`src/rtl/wb_pkg.sv`:
```
// Shared types for the pipelined Wishbone master: FSM state encoding and the
// sizing rule for the outstanding-request counter.
package wb_pkg;

    typedef enum logic [1:0] {
        ST_IDLE  = 2'd0,
        ST_ISSUE = 2'd1,
        ST_DRAIN = 2'd2
    } wb_state_e;

    localparam int DEF_MAX_OUTSTANDING = 4;

    // Counter must represent 0..max_out inclusive.
    function automatic int outstanding_w(input int max_out);
        return $clog2(max_out + 1);
    endfunction

endpackage

```
`src/rtl/if_wb.sv`:
```
// Wishbone B4 pipelined bus bundle with master and slave views.
interface if_wb #(
    parameter int ADR_W = 32,
    parameter int DAT_W = 32
);
    logic [ADR_W-1:0] adr;
    logic [DAT_W-1:0] dat_o;
    logic [DAT_W-1:0] dat_i;
    logic             we;
    logic             cyc;
    logic             stb;
    logic             ack;
    logic             stall;

    modport master (
        output adr, dat_o, we, cyc, stb,
        input  dat_i, ack, stall
    );

    modport slave (
        input  adr, dat_o, we, cyc, stb,
        output dat_i, ack, stall
    );
endinterface

```
`src/rtl/wb_outstanding_cnt.sv`:
```
// Up/down counter of accepted-but-unacknowledged requests; a decrement
// with nothing outstanding is dropped so the count never underflows.
module wb_outstanding_cnt
    import wb_pkg::*;
#(
    parameter int MAX = DEF_MAX_OUTSTANDING,
    parameter int W   = outstanding_w(MAX)
) (
    input  logic         clk,
    input  logic         rst,
    input  logic         inc,
    input  logic         dec,
    output logic [W-1:0] count,
    output logic         full,
    output logic         empty
);

    always_ff @(posedge clk or negedge rst) begin
        if (!rst) begin
            count <= '0;
        end else if (inc && !dec) begin
            count <= count + 1'b1;
        end else if (dec && !inc && (count != '0)) begin
            count <= count - 1'b1;
        end
    end

    assign full  = (count == W'(MAX));
    assign empty = (count == '0);

endmodule

```
`src/rtl/wb_master_pipelined.sv`:
```
// Burst master for a Wishbone B4 pipelined bus: turns one command into
// cmd_len single-word requests with up to MAX_OUTSTANDING in flight.
module wb_master_pipelined
    import wb_pkg::*;
#(
    parameter int MAX_OUTSTANDING = DEF_MAX_OUTSTANDING,
    parameter int LEN_W           = 8,
    parameter int ADR_W           = 32,
    parameter int DAT_W           = 32
) (
    input  logic             clk,
    input  logic             rst,
    if_wb.master             wb,
    input  logic             cmd_valid,
    output logic             cmd_ready,
    input  logic             cmd_we,
    input  logic [ADR_W-1:0] cmd_adr,
    input  logic [LEN_W-1:0] cmd_len,
    input  logic             wdat_valid,
    output logic             wdat_ready,
    input  logic [DAT_W-1:0] wdat,
    output logic             rdat_valid,
    output logic [DAT_W-1:0] rdat,
    output logic             done,
    output wb_state_e        state
);

    localparam int CNT_W = outstanding_w(MAX_OUTSTANDING);

    logic             we_q;
    logic [ADR_W-1:0] adr_q;
    logic [LEN_W-1:0] rem_q;
    logic             cyc_q;

    logic             cmd_fire;
    logic             stb;
    logic             req_acc;
    logic             ack_ok;
    logic             last_req;
    logic             drain_end;

    logic [CNT_W-1:0] cnt_count;
    logic             cnt_full;
    logic             cnt_empty;

    // Handshakes: a command transfers when cmd_valid & cmd_ready; a bus
    // request transfers when stb & ~stall; a write word transfers with it.
    // cmd_ready is held low during the done cycle so a new burst starts after.
    assign cmd_ready = rst & (state == ST_IDLE) & ~done;
    assign cmd_fire  = cmd_valid & cmd_ready;

    assign stb      = (state == ST_ISSUE) & ~cnt_full & (~we_q | wdat_valid);
    assign req_acc  = stb & ~wb.stall;
    assign last_req = req_acc & (rem_q == LEN_W'(1));

    // An ack arriving with its own request (standard-slave adapter) is
    // still a real ack even though nothing was outstanding before it.
    assign ack_ok    = wb.ack & (state != ST_IDLE) & (~cnt_empty | req_acc);
    assign drain_end = (state == ST_DRAIN) & ack_ok & (cnt_count == CNT_W'(1));

    assign wb.adr   = adr_q;
    assign wb.dat_o = wdat;
    assign wb.we    = we_q;
    assign wb.cyc   = cyc_q;
    assign wb.stb   = stb;

    assign wdat_ready = stb & ~wb.stall & we_q;
    assign rdat_valid = ack_ok & ~we_q;
    assign rdat       = wb.dat_i;

    wb_outstanding_cnt #(
        .MAX (MAX_OUTSTANDING),
        .W   (CNT_W)
    ) u_cnt (
        .clk   (clk),
        .rst   (rst),
        .inc   (req_acc),
        .dec   (ack_ok),
        .count (cnt_count),
        .full  (cnt_full),
        .empty (cnt_empty)
    );

    always_ff @(posedge clk or negedge rst) begin
        if (!rst) begin
            state <= ST_IDLE;
            cyc_q <= 1'b0;
            we_q  <= 1'b0;
            adr_q <= '0;
            rem_q <= '0;
            done  <= 1'b0;
        end else begin
            done <= 1'b0;
            case (state)
                ST_IDLE: begin
                    if (cmd_fire) begin
                        if (cmd_len == '0) begin
                            done <= 1'b1;
                        end else begin
                            we_q  <= cmd_we;
                            adr_q <= cmd_adr;
                            rem_q <= cmd_len;
                            cyc_q <= 1'b1;
                            state <= ST_ISSUE;
                        end
                    end
                end
                ST_ISSUE: begin
                    if (req_acc) begin
                        adr_q <= adr_q + 1'b1;
                        rem_q <= rem_q - 1'b1;
                        if (last_req) begin
                            state <= ST_DRAIN;
                        end
                    end
                end
                ST_DRAIN: begin
                    if (drain_end) begin
                        cyc_q <= 1'b0;
                        done  <= 1'b1;
                        state <= ST_IDLE;
                    end
                end
                default: begin
                    state <= ST_IDLE;
                end
            endcase
        end
    end

endmodule

```
`src/flat_wrapper.sv`:
```
// flat-port wrapper written by rule: the top's interface ports become plain ports
module wb_master_pipelined_flat import wb_pkg::*;
#(
    parameter int MAX_OUTSTANDING = DEF_MAX_OUTSTANDING,
    parameter int LEN_W           = 8,
    parameter int ADR_W           = 32,
    parameter int DAT_W           = 32
)
  (clk, rst, cmd_valid, cmd_ready, cmd_we, cmd_adr, cmd_len, wdat_valid, wdat_ready, wdat, rdat_valid, rdat, done, state, wb_adr, wb_dat_o, wb_we, wb_cyc, wb_stb, wb_dat_i, wb_ack, wb_stall);
  if_wb #(.ADR_W(ADR_W), .DAT_W(DAT_W)) wb_i ();
  input  logic clk;
  input  logic rst;
  input  logic cmd_valid;
  output logic cmd_ready;
  input  logic cmd_we;
  input  logic [ADR_W-1:0] cmd_adr;
  input  logic [LEN_W-1:0] cmd_len;
  input  logic wdat_valid;
  output logic wdat_ready;
  input  logic [DAT_W-1:0] wdat;
  output logic rdat_valid;
  output logic [DAT_W-1:0] rdat;
  output logic done;
  output wb_state_e state;
  output wire logic [$bits(wb_i.adr)-1:0] wb_adr;
  output wire logic [$bits(wb_i.dat_o)-1:0] wb_dat_o;
  output wire logic [$bits(wb_i.we)-1:0] wb_we;
  output wire logic [$bits(wb_i.cyc)-1:0] wb_cyc;
  output wire logic [$bits(wb_i.stb)-1:0] wb_stb;
  input wire logic [$bits(wb_i.dat_i)-1:0] wb_dat_i;
  input wire logic [$bits(wb_i.ack)-1:0] wb_ack;
  input wire logic [$bits(wb_i.stall)-1:0] wb_stall;
  assign wb_adr = wb_i.adr;
  assign wb_dat_o = wb_i.dat_o;
  assign wb_we = wb_i.we;
  assign wb_cyc = wb_i.cyc;
  assign wb_stb = wb_i.stb;
  assign wb_i.dat_i = wb_dat_i;
  assign wb_i.ack = wb_ack;
  assign wb_i.stall = wb_stall;
  wb_master_pipelined #(.MAX_OUTSTANDING(MAX_OUTSTANDING), .LEN_W(LEN_W), .ADR_W(ADR_W), .DAT_W(DAT_W)) u_core (.clk(clk), .rst(rst), .wb(wb_i), .cmd_valid(cmd_valid), .cmd_ready(cmd_ready), .cmd_we(cmd_we), .cmd_adr(cmd_adr), .cmd_len(cmd_len), .wdat_valid(wdat_valid), .wdat_ready(wdat_ready), .wdat(wdat), .rdat_valid(rdat_valid), .rdat(rdat), .done(done), .state(state));
endmodule
```
`config.mk`:
```
export PLATFORM = sky130hd
export DESIGN_NAME = wb_master_pipelined_flat
export DESIGN_NICKNAME = d
export VERILOG_FILES = /design/src/rtl/wb_pkg.sv /design/src/rtl/if_wb.sv /design/src/rtl/wb_outstanding_cnt.sv /design/src/rtl/wb_master_pipelined.sv /design/src/flat_wrapper.sv
export SDC_FILE = /design/constraint.sdc
export NUM_CORES = 1
export LEC_CHECK = 0
export ABC_AREA = 1
export CAP_MARGIN = 5
export CORE_MARGIN = 1.5
export CORE_UTILIZATION = 40
export CTS_CLUSTER_DIAMETER = 50
export CTS_CLUSTER_SIZE = 20
export DETAILED_ROUTE_END_ITERATION = 8
export PLACE_DENSITY_LB_ADDON = 0.05
export SLEW_MARGIN = 20
export SYNTH_ARGS = -nofsm -noshare
export SYNTH_HDL_FRONTEND = slang
export SYNTH_SLANG_ARGS = --single-unit
```
`constraint.sdc`:
```
create_clock -name clk -period 4.78 [get_ports clk]
set_input_delay 1.434 -clock clk [delete_from_list [all_inputs] [get_ports clk]]
set_output_delay 1.434 -clock clk [all_outputs]
set_load 0.005 [all_outputs]
```
Word level (Yosys, flattened, before mapping)
Cells that the tools add are included.
{ "classes": {"add_sub_neg": 4, "n_eq_ne": 10, "n_mux": 24, "n_bitwise": 21, "n_reduce_logical": 17} }
{ "op_table": {"columns": ["op", "count"], "rows": [
  ["$mux W32", 3],
  ["$pmux W32 S2", 1],
  ["$add A32 B1 Y32 const B", 1],
  ["$mux W8", 3],
  ["$pmux W8 S2", 1],
  ["$and A1 B1 Y1", 13],
  ["$mux W2", 5],
  ["$eq A8 B1 Y1 const B", 1],
  ["$logic_not A8 Y1", 1],
  ["$ne A2 B1 Y1 const B", 4],
  ["$reduce_and A4 Y1", 2],
  ["$reduce_bool A2 Y1", 4],
  ["$sub A8 B1 Y8 const B", 1],
  ["$mux W1", 6],
  ["$mux W3", 2],
  ["$not A1 Y1", 6],
  ["$pmux W2 S3", 1],
  ["$reduce_and A5 Y1", 1],
  ["$pmux W1 S2", 2],
  ["$add A3 B1 Y3 const B", 1],
  ["$eq A3 B1 Y1 const B", 1],
  ["$eq A3 B3 Y1 const B", 1],
  ["$logic_and A1 B1 Y1", 3],
  ["$logic_not A3 Y1", 1],
  ["9 further kinds", 11]
]} }
{ "totals": {"reg_bits": 48, "out_inout_bits": 105, "elab_cells": 83} }

Logic depth before layout (Yosys ltp)
{ "depth": {"word_depth": 11, "depth_mapped": 11, "ltp_nobuf": 11} }

Modules after synthesis
Synthesis repeated with hierarchy kept, for this count alone.
{ "unflattened": {"hier_cells": 676, "hier_area_um2": 4082.7} }
{ "by_module_without_submodules": {"columns": ["mod", "n_inst", "cells_each", "area_per_inst_um2", "seq_area_each_um2"], "rows": [
  ["wb_master_pipelined", 1, 648, 3887.5, 1126.1],
  ["wb_outstanding_cnt", 1, 28, 195.2, 75.1]
]} }

Worst setup path after synthesis
No wires, ideal clock.
{ "synth_timing": {"kind": "input to output", "from": "in wdat_valid", "to": "out wdat_ready", "arrival_time_ns": 2.035, "required_time_ns": 3.346, "path_slack_ns": 1.311, "stages": 5, "n_path_buf": 1, "path_cell_list": "inv_1 > nand2_1 > nand4_4 > buf_1 > nor2_1"} }
{ "synth_between": {"elab_chain_len": 4} }
{ "synth_rtl": {"columns": ["item", "line_no", "text"], "rows": [
  ["from (decl)", "flat_wrapper.sv:18", "input logic wdat_valid;"],
  ["$or A1 B1 Y1", "wb_master_pipelined.sv:52", "assign stb = (state == ST_ISSUE) & ~cnt_full & (~we_q | wdat_valid);"],
  ["$and A1 B1 Y1", "wb_master_pipelined.sv:52", null],
  ["$and A1 B1 Y1 (2 in series)", "wb_master_pipelined.sv:67", "assign wdat_ready = stb & ~wb.stall & we_q;"],
  ["to (decl)", "flat_wrapper.sv:19", "output logic wdat_ready;"]
]} }
No other way between the ends.

Final worst setup path
{ "layout_timing": {"from": "in wdat_valid", "to": "out rdat_valid"} }
{ "layout_between": {"elab_chain_len": 6} }
{ "layout_rtl": {"columns": ["item", "line_no", "text"], "rows": [
  ["$or A1 B1 Y1", "wb_master_pipelined.sv:52", null],
  ["$and A1 B1 Y1", "wb_master_pipelined.sv:52", null],
  ["$and A1 B1 Y1", "wb_master_pipelined.sv:53", "assign req_acc = stb & ~wb.stall;"],
  ["$or A1 B1 Y1", "wb_master_pipelined.sv:58", "assign ack_ok = wb.ack & (state != ST_IDLE) & (~cnt_empty | req_acc);"],
  ["$and A1 B1 Y1", "wb_master_pipelined.sv:58", null],
  ["$and A1 B1 Y1", "wb_master_pipelined.sv:68", "assign rdat_valid = ack_ok & ~we_q;"],
  ["to (decl)", "flat_wrapper.sv:21", "output logic rdat_valid;"]
]} }
No other way between the ends.

==> flow_metrics.env <==
export IMPL_grt_max_degree=75
export IMPL_grt_util_all_layers=0.2058
export IMPL_antenna_found_initial=0
export IMPL_core_um2=9819
export IMPL_rsz0062_at_grt="false"
export IMPL_boundaryPins=216
export IMPL_min_from="u_core.wb.cyc$_DFFE_PN0P_"
export IMPL_drc=0
export IMPL_ys_types=34
export IMPL_clock_sinks=48
export IMPL_r2r_end="u_core.rem_q[7]$_DFFE_PN0P_"
export IMPL_place_congestion=0.8076
export IMPL_status="finished, final reports clean"
export IMPL_ys_ff_latch=48
export IMPL_dr_pass1_iters=4
export IMPL_power_mw=2.437
export IMPL_h_tree_depth=2
export IMPL_wirelength_mm=10.92
export IMPL_syn2layout_area_growth_pct=13.63
export IMPL_cts_resized=0
export IMPL_hp_class="reg2reg"
export IMPL_synth_nets=736
export IMPL_hold_end="u_core.wb.cyc$_DFFE_PN0P_"
export IMPL_wire_per_inst_um=14.27
export IMPL_critPathArrivalTime_ns=2.93
export IMPL_n_antenna_cell=0
export IMPL_max_cap_violations=0
export IMPL_worstSetupEndpointType="primary output"
export IMPL_cp_cell_sequence="clkdlybuf4s50_1 > inv_1 > nand2_1 > nand4_4 > nand2_1 > nand2_1 > nor2_1 > clkdlybuf4s50_1"
export IMPL_finalSetupTns_ns=0
export IMPL_power_density_nw_per_um2=528.6
export IMPL_drtAntennaViolNets=0
export IMPL_grt_pass1_vias=3757
export IMPL_cts_tree="built"
export IMPL_ff2ff_path_depth=9
export IMPL_synth_ff_type="dfrtp_1"
export IMPL_dp_cells=758
export IMPL_rows=36
export IMPL_hold_buffers=0
export IMPL_cp_max_fo=6
export IMPL_synth_area_um2=4056
export IMPL_viasPerCell=4.944
export IMPL_min_period_ns=4.360
export IMPL_stdcell_count=765
export IMPL_slowest_delay_ns=0.51
export IMPL_timing_worst_setup_path_type="in2out"
export IMPL_startpoint="wdat_valid"
export IMPL_clock_skew_ns=0.01058
export IMPL_finalNetCount=750
export IMPL_die_x_um=103.7
export IMPL_slew_headroom=0.5256
export IMPL_synth_area_mux_share=0
export IMPL_leakage_nw=2.123
export IMPL_hold_viol=0
export IMPL_synth_compound_area_frac=0.09747
export IMPL_crit_reg2reg_launch="u_core.u_cnt.count[0]$_DFFE_PN0P_"
export IMPL_setup_viol=0
export IMPL_dp_hpwl_mm=7.827
export IMPL_synth_avg_cell_area_um2=6.564
export IMPL_timing_final_crit_share=0.9122
export IMPL_clk_latency_ns=0.31
export IMPL_async_flop_share=1.000
export IMPL_vias=3782
export IMPL_yosys_area_share_simple=0.3671
export IMPL_max_freq_ghz=0.2294
export IMPL_yosys_area_top_type="dfrtp_1"
export IMPL_synth_area_top_cells="dfrtp_1, nand2_1, buf_4"
export IMPL_postCtsSetupBuffers=0
export IMPL_synthDominantCellAreaShare=0.2961
export IMPL_yosys_area_share_xor_xnor=0.01943
export IMPL_reg2reg_slack_ns=2.56
export IMPL_ir_worst_vdd_uv=205.8
export IMPL_drt_iter0_markers=170
export IMPL_cp_required_ns=3.35
export IMPL_layout_drive_gt1_share=0.05696
export IMPL_numCtsBuffers=5
export IMPL_synth_adder_area_share=0.02159
export IMPL_ys_warn_count=0
export IMPL_grt_pass1_wl_mm=18.37
export IMPL_root_buffer="clkbuf_8"
export IMPL_die_h_um=103.7
export IMPL_die_area_um2=10750
export IMPL_gr_total_overflow=0
export IMPL_yosysSeqAreaShare=0.2961
export IMPL_synth_top_family_by_area="simple AND/OR/NAND/NOR gates"
export IMPL_critPathSlowestCell="clkdlybuf4s50_1"
export IMPL_synth_edff_count=0
export IMPL_cts_buffer_depth=2
export IMPL_worst_pin_slew_ns=0.7115
export IMPL_min_path_cells=2
export IMPL_initial_core_util=0.4131
export IMPL_portBuffers=87
export IMPL_cp_start_kind="input pin"
export IMPL_worst_path_most_repeated_cell="nand2_1"
export IMPL_synthCells=618
export IMPL_clk_pin_slew_worst_paths_ns=0.09
export IMPL_slew_violations=0
export IMPL_whs_ns=0.4851
-- logic make-up (layout without fill, tap and decap cells) --
logic type | after synthesis | in the layout
buffers and inverters | 142 | 156
AO/OA/AOI/OAI | 71 | 71
adder cells (fa/ha/maj) | 7 | 7
XOR/XNOR | 9 | 9
flip-flops | 48 | 48
AND/OR/NAND/NOR | 341 | 341
-- where the power goes --
| group | total, mW | internal, mW | switching, mW |
|---|---|---|---|
| registers | 0.841 | 0.594 | 0.248 |
| logic | 1.34 | 0.631 | 0.712 |
| clock network | 0.252 | 0.0998 | 0.152 |
| total | 2.44 | 1.32 | 1.11 |
-- metrics by stage --
stage | instance area, µm² | util | setup WS (ns)
global route | 4609 | 0.4694 | 0.3319
CTS | 4609 | 0.4694 | 0.4006
detailed placement | 4528 | 0.4611 | 0.4194
finish | 4609 | 0.4694 | 0.4199
floorplan | 4056 | - | 1.311
global placement | 4528 | 0.4611 | 0.4331
-- routing by layer --
layer  track usage  wire [µm]
met1        0.2615       4899
met2        0.3519       5121
met3       0.04720        718
met4       0.05357        178
met5             0          0
-- Yosys cell counts (all sizes together) (4+ instances only) --
master	count
nand3	59
dfrtp	48
nor2	73
nand2	187
nand4	5
inv	59
ha	7
buf	80
o21ai	29
xor2	5
nor3	5
a31oi	4
a21oi	23
or2	9
o21a	8
xnor2	4
-- placed cells by master (no fill, tap or decap) --
| cell | n |
|---|---|
| nand4_4 | 1 |
| nand2_1 | 183 |
| nor2_2 | 2 |
| clkinv_2 | 1 |
| nand4_1 | 4 |
| buf_4 | 3 |
| dfrtp_1 | 48 |
| clkinvlp_4 | 1 |
| xor2_1 | 5 |
| clkbuf_8 | 5 |
| nor2_4 | 5 |
| nor3_1 | 5 |
| nand2_2 | 3 |
| o211ai_1 | 2 |
| o21ai_1 | 6 |
| nor2_1 | 66 |
| o21ai_0 | 23 |
| nand2_4 | 1 |
| nor4_1 | 1 |
| buf_2 | 1 |
| a31oi_1 | 4 |
| inv_2 | 3 |
| a21oi_1 | 23 |
| nand3_4 | 1 |
| xnor2_1 | 4 |
| inv_1 | 56 |
| a21boi_1 | 3 |
| o22ai_1 | 2 |
| ha_1 | 7 |
| o21a_1 | 8 |
| or2_2 | 9 |
| nand3_1 | 58 |
| clkdlybuf4s50_1 | 86 |
| nor3b_1 | 1 |
| and3_1 | 1 |
-- state kept, by name (all words and copies together), names as in the netlist --
signal and count:
u_core.done 1, u_core.rem_q 8, u_core.state 2, u_core.u_cnt.count 3, u_core.wb.adr 32, u_core.wb.cyc 1, u_core.wb.we 1
-- cell type report --
type                            instances  area [µm²]
Fill cell                            1070        5210
Clock buffer                            5       68.82
Sequential cell                        48        1201
Inverter                               59       221.5
Tap cell                              133       166.4
Timing Repair Buffer                   90       888.4
Multi-Input combinational cell        428        2051
Clock inverter                          2       12.51
-- worst max path at each step --
stage,cells after the start,to
2_1_floorplan,5,wdat_ready
3_3_place_gp,8,rdat_valid
3_5_place_dp,8,rdat_valid
4_1_cts,8,rdat_valid
5_1_grt,8,rdat_valid
6_report,8,rdat_valid
-- worst max-delay path: cells and delay by family --
family	cells	cell delay, ns
AND/OR/NAND/NOR	5	0.49
buffers and inverters	3	1.01
Note: power is estimated with default switching activity, not from simulation.
==> RTL change: new RTL, same flow settings <==
Reset style: synchronous (`rst`), changed in 2 clocked blocks.
--- a/src/rtl/wb_outstanding_cnt.sv
+++ b/src/rtl/wb_outstanding_cnt.sv
@@ -16,5 +16,5 @@
 );
 
-    always_ff @(posedge clk or negedge rst) begin
+    always_ff @(posedge clk) begin
         if (!rst) begin
             count <= '0;
--- a/src/rtl/wb_master_pipelined.sv
+++ b/src/rtl/wb_master_pipelined.sv
@@ -82,5 +82,5 @@
     );
 
-    always_ff @(posedge clk or negedge rst) begin
+    always_ff @(posedge clk) begin
         if (!rst) begin
             state <= ST_IDLE;
Behaviour: differs if rst is asserted again (counterexample within 4 cycles, from zero or initial values and one cycle with rst low); with rst held inactive, the same outputs for 4 cycles.
==> RTL change against the original RTL <==
  * Clock skew shrank 0.0047 ns
  * Area after synthesis down 6.8%
  * Critical path type unchanged
  * Hold slack got worse by 0.018 ns
  * Routed wire length fell by 1.9%
  * Sequential cell count stayed put
  * Cell area decreased by 5.8%
  * Worst setup slack worse by 0.083 ns
Power is not compared: it rests on default switching activity, and its combinational part moved more than twofold at a synthesized area within 25%.
==> RTL change: results (changes against the original RTL) <==
| Metric | Value |
|---|---|
| Outcome | `completed (unchanged)` |
| Drt via density | `5.11 (was 4.94)` |
| Leakage | `1.70 nW` |
| Slowest stage cell, crit path | `clkdlybuf4s50_1 (unchanged)` |
| Worst-Skew Late Latency | `0.30 ns` |
| Post-synth top cells | `nand2_1 (160), nor2_1 (94), buf_4 (65) (was nand2_1 (183), buf_4 (67), nor2_1 (66))` |
| DR pass1 iterations | `4 (unchanged)` |
| Vias in the first global route | `3675 (was 3757)` |
| Hold path depth | `2 (unchanged)` |
| CP Class | `in -> out (unchanged)` |
| Port Buffers | `87 (unchanged)` |
| Top Family by Delay on Critical Path | `buffers and inverters (unchanged)` |
| Hold Crit Class | `reg -> reg (unchanged)` |
| Post-cts repair resize count | `0 (unchanged)` |
| Layout cells sized above 1 | `3.79% (was 5.70%)` |
| Synth warnings | `0 (unchanged)` |
| First-pass GRT wire length | `17600 um (was 18400 um)` |
| Initial antenna violation count | `0 (unchanged)` |
| Finished Layout Cells | `745 (was 765)` |
| H-Tree Depth | `2 (unchanged)` |
| HPWL after detailed placement | `7830 um (about the same)` |
| R2r worst-path depth | `9 (unchanged)` |
| CP max stage delay | `0.50 ns` |
| Average size of a mapped cell | `6.11 um2 (was 6.56 um2)` |
| Synth Flop Type | `dfxtp_1 (was dfrtp_1)` |
| Distinct cells, synth | `35 (was 34)` |
| Design area | `0.00434 mm2 (was 0.00461 mm2)` |
| Hold path startpoint | `u_core.wb.cyc (unchanged)` |
| Synth area leaders | `dfxtp_1 (25%), nand2_1 (16%), buf_4 (13%) (was dfrtp_1 (30%), nand2_1 (17%), buf_4 (12%))` |
| Largest net degree at the start of global routing | `51 (was 75)` |
| Setup crit start | `wdat_valid (unchanged)` |
| Routed len/inst | `14.4 um (was 14.3 um)` |
| Number of synthesized flops with an enable pin | `0 (unchanged)` |
| Worst Skew | `0.00592 ns (was 0.0106 ns)` |
| Fraction of registers with async set/reset | `0% (was 100%)` |
| Syn Nets | `736 (unchanged)` |
| Pins Over Slew Limit | `0 (unchanged)` |
| CTS clk-pin slew, worst paths | `0.09 ns (about the same)` |
| Initial DRC Count | `167 (was 170)` |
| Number of setup buffers added after CTS | `0 (unchanged)` |
| Worst-Margin Slew | `0.560 ns (was 0.712 ns)` |
| FILL cells | `1006 (was 1070)` |
| Register area share after synthesis | `25.4% (was 29.6%)` |
| Critical R2R Launch | `u_core.wb.adr[0] (was u_core.u_cnt.count[0])` |
| Cts bufs inserted | `5 (unchanged)` |
| Root buf cell | `clkbuf_8 (unchanged)` |
| Largest fanout on the critical path | `7 (was 6)` |
| Worst-case vdd ir drop | `0.132 mV` |
| # diodes | `0 (unchanged)` |
| Max FFs per register | `32 (unchanged)` |
| GP Congestion | `0.898 (was 0.808)` |
| Total Routing Usage GR | `21.8% (was 20.6%)` |
| Placement Setup Slack | `0.324 ns (was 0.419 ns)` |
| Max Buffers Root-to-Sink | `2 (unchanged)` |
==> RTL change: changes by cell type after synthesis, moves of 6 or more <==
cell / change
a21oi_1: +29
nor2_1: +28
clkbuf_1: +6
or2_2: -7
dfrtp_1: -48
o21ai_0: +10
inv_1: -12
o21a_1: -6
nand2_1: -23
nand3_1: -19
dfxtp_1: +48
==> RTL change: final timing paths <==
kind	to	slack, ns
min	u_core.wb.cyc	0.47
min reg2reg	u_core.wb.cyc	0.47
max	rdat_valid	0.34
max reg2reg	u_core.wb.adr[17]	2.79
==> RTL change: layout make-up <==
| class | instances | area, um2 | share of cell area [%] |
|---|---|---|---|
| Multi-Input combinational cell | 438 | 2060 | 47.5 |
| Inverter | 48 | 180 | 4.15 |
| Sequential cell | 48 | 961 | 22.1 |
| Tap cell | 111 | 139 | 3.20 |
| Clock buffer | 8 | 90.1 | 2.08 |
| Timing Repair Buffer | 92 | 908 | 20.9 |
==> RTL change: power by group <==
group	total, mW	internal, mW	switching, mW
clock	0.258	0.118	0.140
sequential	0.476	0.433	0.0429
combinational	0.287	0.143	0.144
==> RTL change: cells by family after synthesis <==
group | count (synthesis) | share of synthesized area [%]
XOR/XNOR | 9 | 2.09
AND/OR/NAND/NOR | 321 | 35.4
flip-flops | 48 | 25.4
adder cells (fa/ha/maj) | 7 | 2.32
AO/OA/AOI/OAI | 97 | 13.5
multiplexers | 4 | 1.06
buffers and inverters | 132 | 20.1
==> RTL change: metal layers <==
| layer | routed length (um) | track usage, % | share of wire [%] |
|---|---|---|---|
| met5 | 0 | 0 | 0 |
| met4 | 261 | 7.04 | 2.4 |
| met3 | 647 | 4.46 | 6.0 |
| met2 | 5180 | 38.2 | 48 |
| met1 | 4630 | 26.8 | 43 |
